[src/rtl/cond_unit_banked.sv]
// Banked ARM conditional-execution unit: one NZVC bank per context, gates PCSrc/RegWrite/MemWrite.
// Optional IT-style slot sequencer is built when COND_IT_EN is defined.
module cond_unit_banked #(
  parameter int NCTX   = 2,
  parameter int CTX_W  = 1,
  parameter int MAX_IT = 4
) (
  input  logic              CLK,
  input  logic              RESET_N,
  input  logic              Valid,
  input  logic [CTX_W-1:0]  Ctx,
  input  logic [3:0]        Cond,
  input  logic [3:0]        ALUFlags,
  input  logic [1:0]        FlagW,
  input  logic              PCS,
  input  logic              RegW,
  input  logic              MemW,
  input  logic              ITStart,
  input  logic [3:0]        ITCond,
  input  logic [3:0]        ITLen,
  input  logic [MAX_IT-1:0] ITThen,
  output logic              PCSrc,
  output logic              RegWrite,
  output logic              MemWrite,
  output logic              CondEx,
  output logic              ITActive,
  output logic [3:0]        FlagsOut
);

  logic [3:0] bank [NCTX];
  logic       ctx_ok;
  logic       v_eff;
  logic       it_start;
  logic       cond_ex;
  logic       flag_we;
  logic       gate;
  logic [3:0] cur_flags;
  logic [3:0] eff_cond;

  function automatic logic cond_pass(input logic [3:0] c, input logic [3:0] f);
    logic n, z, v, cy, r;
    {n, z, v, cy} = f;
    case (c)
      4'b0000: r = z;
      4'b0001: r = ~z;
      4'b0010: r = cy;
      4'b0011: r = ~cy;
      4'b0100: r = n;
      4'b0101: r = ~n;
      4'b0110: r = v;
      4'b0111: r = ~v;
      4'b1000: r = cy & ~z;
      4'b1001: r = ~cy | z;
      4'b1010: r = ~(n ^ v);
      4'b1011: r = n ^ v;
      4'b1100: r = ~z & ~(n ^ v);
      4'b1101: r = z | (n ^ v);
      4'b1110: r = 1'b1;
      default: r = 1'b0;
    endcase
    return r;
  endfunction

  // Out-of-range contexts behave as bubbles and see an all-zero bank.
  assign ctx_ok    = (32'(Ctx) < 32'(NCTX));
  assign v_eff     = Valid & ctx_ok;
  assign cur_flags = ctx_ok ? bank[Ctx] : 4'b0000;
  assign cond_ex   = cond_pass(eff_cond, cur_flags);
  assign flag_we   = v_eff & cond_ex & ~it_start;
  assign gate      = RESET_N & flag_we;

  assign PCSrc    = gate & PCS;
  assign RegWrite = gate & RegW;
  assign MemWrite = gate & MemW;
  assign CondEx   = RESET_N & cond_ex;
  assign FlagsOut = RESET_N ? cur_flags : 4'b0000;

  always_ff @(posedge CLK or negedge RESET_N) begin
    if (!RESET_N) begin
      for (int i = 0; i < NCTX; i++) bank[i] <= 4'b0000;
    end else if (flag_we) begin
      if (FlagW[1]) bank[Ctx][3:2] <= ALUFlags[3:2];
      if (FlagW[0]) bank[Ctx][1:0] <= ALUFlags[1:0];
    end
  end

`ifdef COND_IT_EN
  logic [CTX_W-1:0]  it_ctx, it_ctx_n;
  logic [3:0]        it_cond, it_cond_n;
  logic [3:0]        it_rem, it_rem_n;
  logic [MAX_IT-1:0] it_mask, it_mask_n;
  logic [3:0]        len_clamp;
  logic [3:0]        slot_cond;
  logic              it_active;
  logic              it_sel;
  logic              slot_hit;

  assign it_start  = ITStart;
  assign it_active = (it_rem != 4'd0);
  assign it_sel    = it_active & (Ctx == it_ctx);
  assign slot_hit  = v_eff & it_sel & ~ITStart;
  // An inverted AL slot must become NV rather than flip back to something that passes.
  assign slot_cond = it_mask[0] ? it_cond :
                     (it_cond == 4'b1110) ? 4'b1111 : {it_cond[3:1], ~it_cond[0]};
  assign eff_cond  = it_sel ? slot_cond : Cond;
  assign len_clamp = (ITLen > 4'(MAX_IT)) ? 4'(MAX_IT) : ITLen;
  assign ITActive  = RESET_N & it_active;

  always_comb begin
    it_rem_n  = it_rem;
    it_mask_n = it_mask;
    it_cond_n = it_cond;
    it_ctx_n  = it_ctx;
    if (v_eff && ITStart) begin
      if (ITLen != 4'd0) begin
        it_rem_n  = len_clamp;
        it_mask_n = ITThen;
        it_cond_n = ITCond;
        it_ctx_n  = Ctx;
      end else begin
        it_rem_n  = 4'd0;
      end
    end else if (slot_hit) begin
      // A taken branch inside the block flushes the remaining slots.
      it_mask_n = it_mask >> 1;
      it_rem_n  = (cond_ex && PCS) ? 4'd0 : it_rem - 4'd1;
    end
  end

  always_ff @(posedge CLK or negedge RESET_N) begin
    if (!RESET_N) begin
      it_rem  <= 4'd0;
      it_mask <= '0;
      it_cond <= 4'b0000;
      it_ctx  <= '0;
    end else begin
      it_rem  <= it_rem_n;
      it_mask <= it_mask_n;
      it_cond <= it_cond_n;
      it_ctx  <= it_ctx_n;
    end
  end
`else
  logic unused_it;
  assign unused_it = ^{ITStart, ITCond, ITLen, ITThen};
  assign it_start  = 1'b0;
  assign eff_cond  = Cond;
  assign ITActive  = 1'b0;
`endif

endmodule

[config.mk]
export PLATFORM = sky130hd
export DESIGN_NAME = cond_unit_banked
export DESIGN_NICKNAME = d
export VERILOG_FILES = /design/src/rtl/cond_unit_banked.sv
export SDC_FILE = /design/constraint.sdc
export NUM_CORES = 1
export LEC_CHECK = 0
export CORE_AREA = 2 2 53 55
export DETAILED_ROUTE_END_ITERATION = 16
export DIE_AREA = 0 0 55 57
export GPL_TIMING_DRIVEN = 0
export SETUP_SLACK_MARGIN = 0.02
export SLEW_MARGIN = 5
export SYNTH_ARGS = -nofsm -noshare
export SYNTH_HDL_FRONTEND = slang
export SYNTH_SLANG_ARGS = --single-unit
[constraint.sdc]
create_clock -name CLK -period 3.7 [get_ports CLK]
set_input_delay 0.37 -clock CLK [delete_from_list [all_inputs] [get_ports CLK]]
set_output_delay 0.37 -clock CLK [all_outputs]
set_load 0.005 [all_outputs]
==> flow_summary.yaml <==
status:
  status: "finished clean"
detailed_routing:
  route.detailed.wl_per_inst_um: 11.8
  drt-total-wl_um: 1560
  drt_iter0_drc: 2
  firstDrtPassIters: 2
  drtAntennaViolNets: 0
  drc: 0
  viasPerCell: 5.04
  via_count: 665
power_and_ir_drop:
  ir_drop_v: 0.000298
  total_power_uw: 494
  total_leakage_power_uw: 0.000397
  power_density_nw_per_um2: 493
worst_setup_path:
  cp.arrival_ns: 3.09
  crit_top_cell: "clkdlybuf4s50_1"
  cp_data_required_time_ns: 3.33
  critical_path_class: "input port to primary output"
  cp_cell_sequence: "clkdlybuf4s50_1 -> mux2i_1 -> a31oi_1 -> a2111oi_2 -> a31o_2 -> or2_2 -> and4_1 -> clkdlybuf4s50_1"
  slowest_stage: "clkdlybuf4s50_1"
  r2r-start: "bank[2]$_DFFE_PN0P_"
  slowest_delay_ns: 0.57
  cp-startpoint: "Ctx"
  worstPathMaxFanout: 6
  endpoint_kind: "primary output"
  critPathLaunchType: "input port"
cts:
  cts_setup_buffers: 0
  htree_levels: 1
  numCtsBuffers: 3
  cts.path.max_buffers: 2
  clkSinkCount: 8
  clock_latency_ns: 0.24
  clkSlewWorstSetupHoldPaths_ns: 0.05
  cts_resized: 0
  cts_tree: "built"
  cts_root_buf: "clkbuf_4"
  cts_hold_buf: 0
layout:
  final_area_um2: 1000
  top_regs: "bank x8"
  largest_register_ffs: 8
  top_register: "bank"
  multiInputGateArea_um2: 473
  n_antenna_cell: 0
  nNetsFinal: 133
  fin_cells: 132
  drive_above_1_share_pct: 22.8
  seq_area_um2: 200
  area_delta_synth_final_pct: 39.1
  fillers: 281
global_route:
  gr-total-overflow: 0
  antenna_found_initial: 0
  grt_pass1_vias: 639
  grt_max_degree: 17
  grt_pass1_wl_um: 2670
  grt_use_total_pct: 11.4
timing:
  rsz0062_at_grt: "false"
  timing.fmax_mhz: 289
  post-route-min-period_ns: 3.46
  fin_crit_sh_pct: 93.6
  slew_violations: 0
  finClkSkew_ns: 0.00214
  hold_viol: 0
  finalSetupTns_ns: 0
  worst_slew_pin_slew_ns: 0.589
  setup_viol: 0
  timing.slew.headroom_pct: 59.6
synth:
  syn_inst: 76
  syn_area_um2: 721
  ys_seq_elements: 8
  synth_common_cells: "mux2_2, dfrtp_1, mux2i_1, nor2_1, o21ai_0"
  synth_area_leaders: "dfrtp_1, mux2_2, mux2i_1, and4_1, nor2b_1"
  synth_top_area_share_pct: 27.8
  synth_edf_count: 0
  post-synth-top-area-cell: "dfrtp_1"
  synth-async-reset-ratio_pct: 100
  syn-num-nets: 106
  avgSynthCellArea_um2: 9.48
  synth_ff_type: "dfrtp_1"
  seq_area_frac_synth_pct: 27.8
  synth_most_common_cell: "mux2_2"
  ys_types: 29
  yosys_warnings: 0
floorplanning:
  initial_utilization_pct: 27.6
  fp-row-count: 19
  dieArea_um2: 3140
  die_w_um: 55
  design.core.area_um2: 2620
  dieHeight_um: 57
  io_pins: 39
placed_design:
  place_area_um2: 980
  dp_hpwl_um: 1330
  place_congestion: 0.773
  portBuffers: 22
  placed_cells: 129
worst_hold_path:
  hp-class: "input port to async pin"
flow_run:
  cap_violations: 0
[routing by layer]
| layer | global-route usage (%) | wire length [µm] |
|---|---|---|
| met1 | 13.9 | 648 |
| met4 | 5.23 | 0 |
| met3 | 1.83 | 47 |
| met2 | 19.2 | 861 |
| met5 | 0 | 0 |
[metrics by stage]
stage	setup WS, ns	hold WS [ns]	utilization (%)
finish	0.237	0.473	38.3
global route	0.0444	0.497	38.3
CTS	0.226	0.467	38.3
detailed placement	0.241	0.494	37.5
global placement	0.290	0.491	37.5
floorplan	1.40	0.0744	-
[cell usage in the layout (no fill, tap or decap), types with 3 or more instances in the layout]
cell type         n
dfrtp_1           8
nand2_1           4
and4_1            3
clkdlybuf4s50_1  22
o21ai_0           5
mux2i_1           6
nor2b_1           4
nor2_1            6
mux2_2           10
clkbuf_4          3
[power by group]
| part | total, µW | switching [µW] | internal (µW) | leakage, µW |
|---|---|---|---|---|
| Sequential | 171 | 39.1 | 132 | 0.0000963 |
| Clock | 62.5 | 25.7 | 36.8 | 0.0000138 |
| Combinational | 260 | 104 | 156 | 0.000287 |
[logic make-up (layout without fill, tap and decap cells)]
kind of cell	after synthesis	in the layout	share of synthesized area, %
flops	8	8	27.8
buf+inv	6	31	6.60
xor+xnor	2	2	2.43
other cells	1	1	0.520
mux	17	17	27.1
simple gates	30	30	23.8
compound gates	12	12	11.8
[final timing paths]
check / slack (ns) / cells past startpoint / endpoint
min reg2reg: 0.50 / 1 / bank[6]$_DFFE_PN0P_
min: 0.47 / 1 / bank[2]$_DFFE_PN0P_
min in group CLK: 0.50 / 1 / bank[6]$_DFFE_PN0P_
max reg2reg: 1.46 / 6 / bank[1]$_DFFE_PN0P_
max: 0.24 / 8 / RegWrite
max in group asynchronous: 2.88 / 1 / bank[4]$_DFFE_PN0P_
[critical path: cells and delay by family]
family / cells / cell delay [ns]
AND/OR/NAND/NOR: 2 / 0.33
AO/OA/AOI/OAI: 3 / 0.76
buffers and inverters: 2 / 1.07
multiplexers: 1 / 0.56
[layout make-up]
type | count | area share, %
Buffer | 4 | 4.00
Clock buffer | 3 | 2.25
Inverter | 2 | 0.749
Multi-Input combinational cell | 62 | 47.2
Sequential cell | 8 | 20.0
Tap cell | 31 | 3.87
Timing Repair Buffer | 22 | 22.0
Note: power is estimated with default switching activity, not from simulation.
